$ cat src/rtl/pmem_arbiter.sv
// Shares one cacheline physical-memory port between the I-cache and D-cache miss paths.
// D-cache wins ties; a saturating streak counter forces an I grant after MAX_D_STREAK tie wins.
module pmem_arbiter #(
  parameter int ADDR_W       = 32,
  parameter int LINE_W       = 256,
  parameter int MAX_D_STREAK = 4
) (
  input  logic              clk,
  input  logic              rst_n,
  input  logic              i_read,
  input  logic [ADDR_W-1:0] i_addr,
  output logic [LINE_W-1:0] i_rdata,
  output logic              i_resp,
  input  logic              d_read,
  input  logic              d_write,
  input  logic [ADDR_W-1:0] d_addr,
  input  logic [LINE_W-1:0] d_wdata,
  output logic [LINE_W-1:0] d_rdata,
  output logic              d_resp,
  output logic              mem_read,
  output logic              mem_write,
  output logic [ADDR_W-1:0] mem_addr,
  output logic [LINE_W-1:0] mem_wdata,
  input  logic [LINE_W-1:0] mem_rdata,
  input  logic              mem_resp,
  output logic              arb_busy
);

  typedef enum logic [1:0] {
    IDLE    = 2'd0,
    GRANT_I = 2'd1,
    GRANT_D = 2'd2
  } state_e;

  localparam logic [3:0] MAX_STREAK = 4'(MAX_D_STREAK);

  state_e     state_q, state_d;
  logic [3:0] streak_q, streak_d;
  logic       d_req, tie, favour_i;

  // NOTE: every variable written here gets a default first, so no path leaves it unassigned (no latch).
  always_comb begin
    d_req    = d_read | d_write;
    tie      = d_req & i_read;
    favour_i = tie & (streak_q == MAX_STREAK);
    state_d  = state_q;
    streak_d = streak_q;
    case (state_q)
      IDLE: begin
        if (favour_i) begin
          state_d  = GRANT_I;
          streak_d = '0;
        end else if (d_req) begin
          state_d = GRANT_D;
          if (!i_read)                    streak_d = '0;
          else if (streak_q != MAX_STREAK) streak_d = streak_q + 4'd1;
        end else if (i_read) begin
          state_d  = GRANT_I;
          streak_d = '0;
        end
      end
      // Requests are not re-sampled while granted; only mem_resp ends the grant.
      GRANT_I, GRANT_D: if (mem_resp) state_d = IDLE;
      default:          state_d = IDLE;
    endcase
  end

  // NOTE: state flops use non-blocking assignments; reset is synchronous, sampled at the edge.
  always_ff @(posedge clk) begin
    if (!rst_n) begin
      state_q  <= IDLE;
      streak_q <= '0;
    end else begin
      state_q  <= state_d;
      streak_q <= streak_d;
    end
  end

  always_comb begin
    mem_read  = 1'b0;
    mem_write = 1'b0;
    mem_addr  = '0;
    mem_wdata = '0;
    i_resp    = 1'b0;
    d_resp    = 1'b0;
    case (state_q)
      GRANT_I: begin
        mem_read = i_read;
        mem_addr = i_addr;
        i_resp   = mem_resp;
      end
      GRANT_D: begin
        mem_read  = d_read;
        mem_write = d_write;
        mem_addr  = d_addr;
        mem_wdata = d_wdata;
        d_resp    = mem_resp;
      end
      default: ;
    endcase
  end

  assign i_rdata  = mem_rdata;
  assign d_rdata  = mem_rdata;
  assign arb_busy = (state_q != IDLE);

  // Protocol checks on the cache and memory sides; not part of the datapath.
  always_ff @(posedge clk) begin
    if (rst_n) begin
      assert (!(d_read && d_write))
        else $error("pmem_arbiter: d_read and d_write both high");
      if (state_q == GRANT_I)
        assert (i_read) else $error("pmem_arbiter: i_read dropped during grant");
      if (state_q == GRANT_D)
        assert (d_read || d_write) else $error("pmem_arbiter: d request dropped during grant");
      if (state_q == IDLE)
        assert (!mem_resp) else $warning("pmem_arbiter: mem_resp while idle ignored");
    end
  end

endmodule
$ cat config.mk
export PLATFORM = sky130hd
export DESIGN_NAME = pmem_arbiter
export DESIGN_NICKNAME = d
export VERILOG_FILES = /design/src/rtl/pmem_arbiter.sv
export SDC_FILE = /design/constraint.sdc
export NUM_CORES = 1
export LEC_CHECK = 0
export CORE_AREA = 2 2 536 538
export DETAILED_ROUTE_END_ITERATION = 12
export DIE_AREA = 0 0 538 540
export PLACE_DENSITY = 0.3
export SETUP_SLACK_MARGIN = 0.4
export SLEW_MARGIN = 10
export SYNTH_ARGS = -nofsm -noshare
export SYNTH_HDL_FRONTEND = slang
export SYNTH_SLANG_ARGS = --single-unit
$ cat constraint.sdc
create_clock -name clk -period 1.4 [get_ports clk]
set_input_delay 0.21 -clock clk [delete_from_list [all_inputs] [get_ports clk]]
set_output_delay 0.21 -clock clk [all_outputs]
set_load 0.005 [all_outputs]
Word level (Yosys, flattened, before mapping)
Index checks and enable logic that the tools add are counted.
{"block": "classes", "n_addsub": 1, "n_eq_ne": 7, "muxes": 16, "bitwise": 3, "n_reduce_logical": 6}
{"operator": "$mux W256", "count": 1}
{"operator": "$pmux W32 S2", "count": 1}
{"operator": "$mux W4", "count": 5}
{"operator": "$mux W2", "count": 4}
{"operator": "$add A4 B1 Y4 const B", "count": 1}
{"operator": "$eq A4 B3 Y1 const B", "count": 1}
{"operator": "$ne A4 B2 Y1 const B", "count": 1}
{"operator": "$ne A4 B3 Y1 const B", "count": 1}
{"operator": "$ne A4 B4 Y1 const B", "count": 1}
{"operator": "$pmux W2 S2", "count": 1}
{"operator": "$mux W1", "count": 3}
{"operator": "$reduce_and A3 Y1", "count": 1}
{"operator": "$reduce_bool A3 Y1", "count": 1}
{"operator": "$and A1 B1 Y1", "count": 2}
{"operator": "$eq A2 B1 Y1 const B", "count": 1}
{"operator": "$eq A2 B2 Y1 const B", "count": 1}
{"operator": "$logic_not A2 Y1", "count": 1}
{"operator": "$ne A2 B2 Y1 const B", "count": 1}
{"operator": "$pmux W1 S2", "count": 1}
{"operator": "$reduce_and A2 Y1", "count": 1}
{"operator": "$reduce_bool A2 Y1", "count": 1}
{"operator": "$reduce_or A2 Y1", "count": 1}
{"operator": "$or A1 B1 Y1", "count": 1}
{"block": "totals", "register_bits": 6, "output_inout_bits": 805}

Depth between registers and ports, before layout
Gate-level depths: netlist of the first run.
{"block": "depth", "ltp_word": 5, "depth_mapped": 6}

Worst setup path before layout of the first run
No wires, ideal clock.
{"block": "synth_path", "path_kind": "register to register", "from": "reg state_q[0]", "to": "reg state_q[1]", "t_arrival_ns": 1.302, "slack_ns": 0.006, "stages_incl_launch_ff": 6, "path_buffers": 0, "synth_period_minus_slack_ns": 1.394, "cell_sequence": "dfxtp_1 -> inv_1 -> ha_1 -> and2b_1 -> or3_1 -> o32ai_1"}
{"block": "synth_via", "elab_chain_cells": 4}
{"item": "start, declared", "line_no": "37", "rtl": "state_e state_q, state_d;"}
{"item": "start signal, assigned", "line_no": "74", "rtl": "state_q <= state_d;"}
{"item": "$eq A2 B1 Y1 / $eq A2 B2 Y1 (equally long branches)", "line_no": "48", "rtl": "case (state_q)"}
{"item": "$reduce_or A2 Y1", "line_no": "48"}
{"item": "$ne A2 B2 Y1 (no source line)"}
{"item": "$reduce_and A2 Y1 (no source line)"}
Parallel ways exist; a longest one is shown, timed or not.
A chain may end at the register's enable or synchronous reset.

Worst setup path after layout of the first run
{"block": "layout_path", "from": "reg state_q[0]", "to": "out mem_addr[1]"}
{"block": "layout_via", "elab_chain_cells": 2}
{"item": "$eq A2 B2 Y1 / $eq A2 B1 Y1 (equally long branches)", "line_no": "86", "rtl": "case (state_q)"}
{"item": "$pmux W32 S2 *", "line_no": "86"}
{"item": "end, declared", "line_no": "22", "rtl": "output logic [ADDR_W-1:0] mem_addr,"}
Mark *: on every way between the ends. The rest lies on a longest branch, timed or not.

==> summary.md, run 1 <==
| Metric | Value |
|---|---|
| Vias/cell | about 1.6 |
| Core Footprint | ~280000 um^2 |
| Die Wd | around 540 um |
| Clk Latency, worst-skew pair | ~230 ps |
| CTS root buf | clkbuf_16 |
| Hold_buf cts | 0 |
| Clk network pwr share | 0.049 |
| Post-synthesis sequential area ratio | 0.0186 |
| Cell with the most instances after synthesis | buf_4 |
| Final Net Count | between 1500 and 2000 |
| Share of post-route cells with drive strength above 1 | 0.637 |
| Peak supply drop | ~310 uV |
| Leading post-synthesis cells by cell area | buf_4, and2_1, a22oi_1 |
| Post-synth top area share | 0.595 |
| Fill cell count | around 33000 |
| Post-DRT Antenna Nets | 0 |
| Mapped Nets | 1508 |
| Detailed Place HPWL | between 150000 and 200000 um |
| DRT Pass-1 Iters | 4 |
| Violated checks | negative setup slack |
| Clock skew | 1.64 ps |
| Final GP Congestion | roughly 0.99 |
| Top_reg_cell synth | dfxtp_1 |
| Global-route usage over all layers | 0.117 |
| Setup CP Type | reg2out |
| First DRT Iteration DRCs | 320 |
| PnR worst setup slack | -672 ps |
| Clk sinks | 6 |
| Fin cells | just under 5000 |
| Min-delay src | mem_rdata[119] |
| Synth warn | 0 |
| Final wirelength | approximately 180000 um |
| Tcrit/Tclk final | 1.48 |
| Area taken by flip-flops and latches | 125 um^2 |
| Worst reg2reg startpoint | state_q[0] |
| Period minus WS final | 2070 ps |
| Via Count | approximately 8000 |
| WP data arrival | about 1900 ps |
| Measured slew at the worst slew-check pin | ~340 ps |
| Register-to-Register Path Depth | 9 |
| Multi-input logic area | around 3200 um^2 |
| Maxcap violations | 0 |
| Critical R2R Capture | state_q[0] |
| Area added between synthesis and finish | 182% |
| H-tree Lvls | 1 |
| Largest net degree at the start of global routing | 26 |
| Final Max Tran Viols | 0 |
| Share of power burned in combinational logic | 0.931 |
| Flop pwr share | 0.020 |
| Count of cell types in the netlist | 28 |
| Worst setup path endpoint | mem_addr[1] |
| Fmax | around 0.48 GHz |
| Switch share | 0.385 |
| Final Hold Viols | 0 |
| Initial antenna violation count | between 150 and 200 |
| Number of buffers created by CTS | 3 |
| Post-synth EDFFs | 0 |
| Yosys reg bits | 6 |
| DP Cell Count | 4794 |
| Synth cell count leaders | buf_4, and2_1, clkbuf_1 |
| NetSw | approximately 3.7 mW |
| Grt ovf | 0 |
| TritonCTS clock tree | built |
| Num ports | roughly 1400 |
| RSZ-0062 raised after global routing | yes |
| PwrDens | between 500 and 600 nW/um^2 |
| Critical path's largest stage delay | around 520 ps |
| Starting Density | 0.0227 |
| Max clock buf depth | 2 |
| CP required | 1190 ps |
| Area leader, netlist | buf_4 |
| Setup TNS | -147570 ps |
| Die height | about 540 um |
| Worst path cell trace | inv_2 > buf_4 > ha_4 > buf_12 > nor2b_1 > clkdlybuf4s50_1 |
| Wire per inst | roughly 37 um |
| Row cnt | between 150 and 200 |
| Outcome | finished, violations left |
| Number of global-route vias before repair | roughly 7500 |
| Post-synth ARST share | 0 |
| Cells after Synth | slightly above 900 |
| Worst min-delay path category | in2out |
| CP endpoint kind | output port |
| CP max FO | 4 |
| Syn_area_per_cell | ~7 um^2 |
| Synthesized cell area | between 6000 and 7000 um^2 |
| R2R setup slack | -490 ps |
| Cell-internal power | 5.97 mW |
| Die Footprint | about 290000 um^2 |
| Crit path launch | state_q[0] |
| Worst setup SP type | register |
| Crit-path slowest cell | clkdlybuf4s50_1 |
| CTS clk-pin slew, worst paths | approximately 40 ps |
| First-pass GRT wire length | roughly 200000 um |
| Residual DRC | 0 |
| Setup-failing EPs final | roughly 300 |
| Leakage | ~6.0 nW |
| PortBufs | 618 |
| Slew margin rel. | 0.774 |
worst min path at each step:
stage                     cells after the start      endpoint  slack (ps)
after floorplan                               2   streak_q[3]         360
after global placement                        0   i_rdata[28]         420
after global routing                          0   d_rdata[36]         420
final                                         0  d_rdata[119]         420
after detailed placement                      0   i_rdata[28]         420
after CTS                                     0   i_rdata[28]         420
critical path: cells and delay by family, from the launching register on:
| kind | cells | cell delay, ps |
|---|---|---|
| AND/OR/NAND/NOR | 1 | 150 |
| buffers and inverters | 4 | 850 |
| flip-flops | 1 | 320 |
| adder cells (fa/ha/maj) | 1 | 290 |
cells by family (layout without fill, tap and decap cells):
kind of cell | count (synthesis) | in the layout | synth area share
simple gates | 306 | 306 | 0.296
fa+ha+maj | 5 | 5 | 0.00968
other cells | 0 | 26 | 0
flops | 6 | 6 | 0.0186
buf+inv | 558 | 794 | 0.622
compound gates | 45 | 45 | 0.0525
xor+xnor | 1 | 1 | 0.00136
power groups by stage:
stage	sequential [mW]	combinational (mW)	clock [mW]
2_1_floorplan	0.194	2.40	0
3_5_place_dp	0.197	6.37	0
4_1_cts	0.195	7.64	0.474
5_1_grt	0.200	9.61	0.486
6_report	0.198	9.03	0.470
3_3_place_gp	0.197	6.37	0
sequential cells by signal, indices dropped and copies added (netlist names):
| name | cells |
|---|---|
| streak_q | 4 |
| state_q | 2 |
final cells by class:
cell class | instances | share of cell area
inverters | 7 | 0.00158
repair buffers | 784 | 0.551
well taps | 3762 | 0.259
diodes | 26 | 0.00357
flip-flops and latches | 6 | 0.00687
clock buffers | 3 | 0.00412
multi-input cells | 357 | 0.174
routing by layer:
layer  vias up  track usage  wire (um)
li1       2834            -          -
met3       553        0.161      52900
met2      1237        0.183      78100
met4        76       0.0343       7210
met5         -      0.00150        575
met1      3187       0.0782      41800
per-stage QoR:
stage	instance area (um^2)	hold slack [ps]	utilization	power, mW	setup WS (ps)
2_1_floorplan	6620	356	-	2.59	121
3_3_place_gp	15000	420	0.0528	6.56	-788
4_1_cts	16200	420	0.0568	8.31	-758
3_5_place_dp	15000	420	0.0528	6.57	-781
5_1_grt	18100	420	0.0638	10.3	-732
6_report	18200	420	0.0640	9.70	-672
cell usage in the layout, fill, tap and decap left out, types with 2 or more instances in the layout:
master	instances
nor2b_1	15
clkbuf_2	11
and2_4	216
ha_1	2
buf_6	180
clkdlybuf4s15_2	5
a22oi_1	3
inv_2	2
diode_2	26
clkdlybuf4s50_1	326
o32ai_2	2
nor2b_2	9
nand4_1	3
dfxtp_2	4
ha_4	3
nand2_1	3
nand4b_1	2
nand3_1	2
dfxtp_1	2
buf_12	157
buf_16	17
buf_2	13
buf_4	41
a22oi_2	30
inv_1	4
and2_1	43
clkbuf_16	17
buf_8	14
dlymetal6s2s_1	4
nor2b_4	9
repair_timing:
action	CTS	global route
cloned	15	15
gates resized for setup	514	477
pin swaps	8	23
buffers inserted	39	53
setup endpoints to repair	299	299
No activity file was read; power rests on OpenSTA's default activity.
==> inputs of run 2 (changes only) <==
SKIP_CTS_REPAIR_TIMING = 1   (was not set)
==> summary.md, run 2 (synthesis gave the netlist of run 1 again) <==
| Metric | Value |
|---|---|
| Outcome | finished, violations left |
| Violated checks | negative setup slack |
| Commonest non-fill, non-tap cells in the layout | clkdlybuf4s50_1, buf_12, and2_1, and2_4, buf_4 |
| Crit-path slowest cell | clkdlybuf4s50_1 |
| Setup CP Type | reg2out |
| Fmax | 0.473 GHz (-2.0%) |
| Area taken by flip-flops and latches | 128 um^2 (+2.0%) |
| Busiest grt layer | met2 |
| Largest registers | streak_q x4, state_q x2 |
| CP endpoint kind | output port |
| TritonCTS clock tree | built |
| First-pass GRT wire length | 190000 um (-2.9%) |
| Wire per inst | 36.6 um (+0.36%) |
| NetSw | 3.50 mW (-6.2%) |
| Clock skew | 1.05 ps (-0.594 ps) |
| Global-route usage over all layers | 0.114 (-0.00327) |
| Worst setup SP type | register |
| Die height | 540 um (unchanged) |
| RSZ-0062 raised after global routing | yes |
| Final wirelength | 179000 um (-0.94%) |
| Starting Density | 0.0227 (unchanged) |
| Worst min-delay path category | in2out |
| Fill cell count | 33498 (+0.27%) |
| Number of buffers created by CTS | 3 (unchanged) |
| Most common cell after layout, fill and taps aside | clkdlybuf4s50_1 |
| Largest net degree at the start of global routing | 43 (+65%) |
| Area added between synthesis and finish | 160% |
| Min-delay src | mem_rdata[119] |
| PnR worst setup slack | -714 ps (-41.5 ps) |
| Switch share | 0.412 (+0.0278) |
| PwrDens | 505 nW/um^2 (-5.2%) |
| Detailed Place HPWL | 168000 um (unchanged) |
| Max clock buf depth | 2 (unchanged) |
| Met1 usage | 0.0748 (-0.00336) |
| Worst path cell trace | inv_2 > ha_4 > buf_12 > buf_16 > buf_6 > and2_4 > clkdlybuf4s50_1 |
| Post-DRT Antenna Nets | 0 (unchanged) |
| Cell-internal power | 4.99 mW (-16%) |
| Worst reg2reg startpoint | state_q[0] |
| Share of power burned in combinational logic | 0.921 (-0.010) |
| Final Max Tran Viols | 0 (unchanged) |
| Routing usage on met2 | 0.176 (-0.00673) |
| Final Hold Viols | 0 (unchanged) |
| Maxcap violations | 0 (unchanged) |
| CTS clk-pin slew, worst paths | 40 ps (about the same) |
| Share of post-route cells with drive strength above 1 | 0.511 (-0.126) |
| Grt ovf | 0 (unchanged) |
| Core Footprint | 284000 um^2 (unchanged) |
| Final Net Count | 1692 (-3.1%) |
| Number of global-route vias before repair | 7126 (-5.0%) |
| Peak supply drop | 292 uV (-4.6%) |
| Clk Latency, worst-skew pair | 230 ps (about the same) |
| Period minus WS final | 2110 ps (+41.5 ps) |
| Flop pwr share | 0.023 (+0.003) |
| Die Footprint | 291000 um^2 (unchanged) |
| Crit path launch | state_q[0] |
| R2R setup slack | -660 ps (-170 ps) |
| PortBufs | 618 (unchanged) |
| Slew margin rel. | 0.756 (-0.0184) |
| Post-route cell area | 16800 um^2 (-7.6%) |
| Multi-input logic area | 3010 um^2 (-5.0%) |
| GR met3 Demand/Resource | 0.159 (-0.00167) |
| Largest register FFs | 4 (unchanged) |
| Residual DRC | 0 (unchanged) |
| Setup TNS | -134450 ps (+13120 ps) |
| Leakage | 5.70 nW (-5.3%) |
| Clk network pwr share | 0.056 (+0.007) |
| CP required | 1190 ps (about the same) |
| First DRT Iteration DRCs | 327 (+2.2%) |
| Via Count | 7727 (-2.0%) |
| H-tree Lvls | 1 (unchanged) |
| Critical path's largest stage delay | 500 ps (-20 ps) |
| WP data arrival | 1900 ps (+40 ps) |
| Measured slew at the worst slew-check pin | 366 ps (+28.1 ps) |
| Top reg by flops | streak_q |
| Tcrit/Tclk final | 1.51 (+0.0296) |
| Row cnt | 196 (unchanged) |
| Placed instance area | 15000 um^2 (unchanged) |
| Vias/cell | 1.58 (-0.74%) |
| Clk sinks | 6 (unchanged) |
| Die Wd | 538 um (unchanged) |
| CTS root buf | clkbuf_16 |
| Final GP Congestion | 0.988 (unchanged) |
| Final core occ | 0.0591 (-0.00489) |
| Setup-failing EPs final | 295 (-0.34%) |
| DRT Pass-1 Iters | 5 (+1) |
| Num ports | 1387 (unchanged) |
| Initial antenna violation count | 165 (+1.2%) |
| CP max FO | 8 (+4) |
run 2: changes by cell type in the layout (fill, tap and decap cells not counted), sizes merged, moves of 5 or more:
cell           delta
buf             -121
clkbuf           +35
dlymetal6s2s     +26
clkdlybuf4s50    +13
diode            -10
clkdlybuf4s15     -5
run 2: final timing paths:
kind,endpoint,cells past startpoint
min,d_rdata[119],0
max reg2reg,state_q[1],10
min reg2reg,streak_q[1],2
max,mem_wdata[34],7
run 2: cell type report:
| type | count | share of cell area |
|---|---|---|
| inverter | 7 | 0.00186 |
| antenna | 16 | 0.00238 |
| tap | 3762 | 0.280 |
| timing repair buffer | 730 | 0.525 |
| clock buffer | 3 | 0.00447 |
| multi-input combinational | 357 | 0.179 |
| sequential | 6 | 0.00759 |
run 2: power by group through the flow:
stage / sequential (mW) / clock [mW] / combinational, mW
finish: 0.197 / 0.475 / 7.81
global route: 0.199 / 0.495 / 8.33
CTS: 0.195 / 0.474 / 6.39
detailed placement: 0.197 / 0 / 6.37
global placement: 0.197 / 0 / 6.37
floorplan: 0.194 / 0 / 2.40
run 2: through the flow:
step / total power, mW / worst slack [ps] / hold slack [ps] / instances
2_1_floorplan: 2.59 / 121 / 356 / 921
3_3_place_gp: 6.56 / -788 / 420 / 4794
3_5_place_dp: 6.57 / -781 / 420 / 4794
4_1_cts: 7.06 / -1050 / 420 / 4797
5_1_grt: 9.02 / -772 / 420 / 4872
6_report: 8.49 / -714 / 420 / 4881
run 2: routing by layer:
| layer | wire length, um | part of all wire |
|---|---|---|
| met5 | 667 | 0.0037 |
| met4 | 7300 | 0.041 |
| met3 | 53200 | 0.30 |
| met2 | 77000 | 0.43 |
| met1 | 40600 | 0.23 |
run 2: worst max-delay path: cells and delay by family (launching register included):
kind	cells	cell delay, ps
DFF	1	310
and+or+nand+nor	1	140
buffers and inverters	5	1020
adders and majority gates	1	140
==> inputs of run 3 (changes only) <==
ABC_AREA = 1   (was not set)
CORE_AREA = 2 2 535 537   (was 2 2 536 538)
DIE_AREA = 0 0 537 539   (was 0 0 538 540)
==> summary.md, run 3 <==
| Metric | Value |
|---|---|
| DRT Pass-1 Iters | 7 (+2) |
| NetSw | 3.06 mW (-12%) |
| Cell with the most instances after synthesis | buf_4 |
| Area leader, netlist | buf_4 |
| Core Footprint | 284000 um^2 (-0.17%) |
| Outcome | finished, violations left |
| Largest register FFs | 4 (unchanged) |
| Leakage | 7.30 nW (+28%) |
| Fin cells | 5179 (+6.1%) |
| Flop pwr share | 0.029 (+0.006) |
| CTS clk-pin slew, worst paths | 30 ps (about the same) |
| Largest net degree at the start of global routing | 46 (+7.0%) |
| PnR worst setup slack | -753 ps (-39.4 ps) |
| Number of global-route vias before repair | 8176 (+15%) |
| Final Hold Viols | 0 (unchanged) |
| Vias/cell | 1.63 (+3.3%) |
| Largest registers | streak_q x4, state_q x2 |
| Num ports | 1387 (unchanged) |
| First-pass GRT wire length | 190000 um (+0.23%) |
| Fmax | 0.464 GHz (-1.8%) |
| Synthesized cell area | 6820 um^2 (+5.5%) |
| Fill cell count | 33661 (+0.49%) |
| Count of cell types in the netlist | 17 (-39%) |
| Post-synth EDFFs | 0 (unchanged) |
| Die Wd | 537 um (-0.19%) |
| Violated checks | negative setup slack |
| First DRT Iteration DRCs | 515 (+57%) |
| TritonCTS clock tree | built |
| Peak supply drop | 259 uV (-11%) |
| Commonest non-fill, non-tap cells in the layout | clkdlybuf4s50_1, nand2_1, inv_1, buf_12, buf_4 |
| Share of power burned in combinational logic | 0.905 (-0.016) |
| Yosys reg bits | 6 (unchanged) |
| CP max FO | 15 (+7) |
| Post-Synth Adder-Cell Area | 0.00917 (-0.000506) |
| Final wirelength | 174000 um (-2.5%) |
| Row cnt | 196 (unchanged) |
| PortBufs | 618 (unchanged) |
| Most common cell after layout, fill and taps aside | clkdlybuf4s50_1 |
| H-tree Lvls | 1 (unchanged) |
| PwrDens | 421 nW/um^2 (-17%) |
| Die height | 539 um (-0.19%) |
| Global-route usage over all layers | 0.113 (-0.000937) |
| Clk network pwr share | 0.067 (+0.011) |
| Mapped Nets | 1820 (+21%) |
| Final Net Count | 1978 (+17%) |
| Top reg by flops | streak_q |
| Worst min-delay path category | in2out |
| Post-synthesis simple-gate area fraction | 0.201 (-0.0942) |
| Leading post-synthesis cells by cell area | buf_4, nand2_1, inv_1 |
| Number of buffers created by CTS | 3 (unchanged) |
| Setup CP Type | reg2out |
| Switch share | 0.444 (+0.0317) |
| Max clock buf depth | 2 (unchanged) |
| Post-DRT Antenna Nets | 0 (unchanged) |
| Maxcap violations | 0 (unchanged) |
| Area added between synthesis and finish | 140% |
| Final Max Tran Viols | 0 (unchanged) |
| Residual DRC | 0 (unchanged) |
| Syn_area_per_cell | 5.53 um^2 (-21%) |
| Post-synth top area share | 0.565 (-0.0300) |
| DP Cell Count | 5105 (+6.5%) |
| RSZ-0062 raised after global routing | yes |
| Tcrit/Tclk final | 1.54 (+0.0281) |
| Multiplexer share of the synthesized area | 0 (unchanged) |
| Clock skew | 0.581 ps (-0.464 ps) |
| WP data arrival | 1940 ps (+40 ps) |
| CTS root buf | clkbuf_16 |
| Clk Latency, worst-skew pair | 230 ps (about the same) |
| Clk sinks | 6 (unchanged) |
| Starting Density | 0.0240 (+0.00129) |
| Slew margin rel. | 0.719 (-0.0367) |
| Post-synth ARST share | 0 (unchanged) |
| Post-synthesis sequential area ratio | 0.0176 (-0.000972) |
| Share of post-route cells with drive strength above 1 | 0.306 (-0.205) |
| Worst setup SP type | register |
| Final core occ | 0.0577 (-0.00139) |
| Cells after Synth | 1233 (+34%) |
| Synth warn | 0 (unchanged) |
| Synth cell count leaders | buf_4, nand2_1, inv_1 |
| Top_reg_cell synth | dfxtp_1 |
| CP required | 1190 ps (about the same) |
| Wire per inst | 33.7 um (-8.1%) |
| Final GP Congestion | 0.916 (-7.3%) |
| Cell-internal power | 3.84 mW (-23%) |
| Grt ovf | 0 (unchanged) |
| Via Count | 8467 (+9.6%) |
| Synth Area in XOR/XNOR | 0 (-0.00136) |
| Die Footprint | 289000 um^2 (-0.37%) |
| Compound-Gate Fraction of Synth Area | 0.0290 (-0.0235) |
| Measured slew at the worst slew-check pin | 420 ps (+54.3 ps) |
| Period minus WS final | 2150 ps (+39.4 ps) |
| CP endpoint kind | output port |
| Setup-failing EPs final | 294 (-0.34%) |
| Initial antenna violation count | 143 (-13%) |
| Detailed Place HPWL | 166000 um (-1.3%) |
| Largest family of logic cells by synthesized area | buffers and inverters |
## run 3: power groups by stage
stage	clock network [mW]	logic [mW]	registers (mW)
after CTS	0.472	5.71	0.198
after global routing	0.483	6.69	0.200
after detailed placement	0	5.68	0.200
after floorplan	0	2.48	0.198
after global placement	0	5.71	0.200
final	0.461	6.24	0.197
## run 3: layout make-up
class	count	area, um^2	share of cell area
diodes	28	70.1	0.00428
clock buffers	3	75.1	0.00458
inverters	274	1060	0.0646
multi-input cells	402	2050	0.125
flip-flops and latches	6	125	0.00763
well taps	3762	4710	0.287
repair buffers	704	8310	0.507
## run 3: final timing paths
| check | slack (ps) | depth (start not counted) | startpoint | to |
|---|---|---|---|---|
| max reg2reg | -200 | 10 | state_q[0] | state_q[0] |
| max | -750 | 7 | state_q[0] | mem_wdata[182] |
| min | 420 | 0 | mem_rdata[35] | d_rdata[35] |
| min reg2reg | 480 | 2 | state_q[0] | state_q[0] |
## run 3: worst max-delay path, stage by stage, from the launching register on
cell and delay [ps]:
dfxtp_2 320, inv_2 80, ha_4 180, buf_16 210
buf_16 180, nand2_2 130, inv_1 90, clkdlybuf4s50_1 490
## run 3: cells by family after synthesis
logic type	after synthesis
AOI/OAI and AO/OA	39
DFF	6
adders and majority gates	5
and+or+nand+nor	358
buffers and inverters	825
## run 3: through the flow
| step | setup TNS [ps] | hold slack, ps | total power [mW] | instance area [um^2] | setup WS [ps] |
|---|---|---|---|---|---|
| after detailed placement | -107710 | 420 | 5.88 | 15400 | -677 |
| after floorplan | 0 | 330 | 2.67 | 7170 | 214 |
| after global placement | -109690 | 420 | 5.91 | 15400 | -681 |
| after CTS | -180060 | 420 | 6.38 | 15500 | -923 |
| after global routing | -171810 | 420 | 7.38 | 16300 | -829 |
| final | -147100 | 420 | 6.90 | 16400 | -753 |
## run 3: layer usage
layer  GRT usage  wire length (um)
met3       0.186             59900
met2       0.162             70600
met4      0.0347              6480
met5     0.00117               533
met1      0.0673             36900
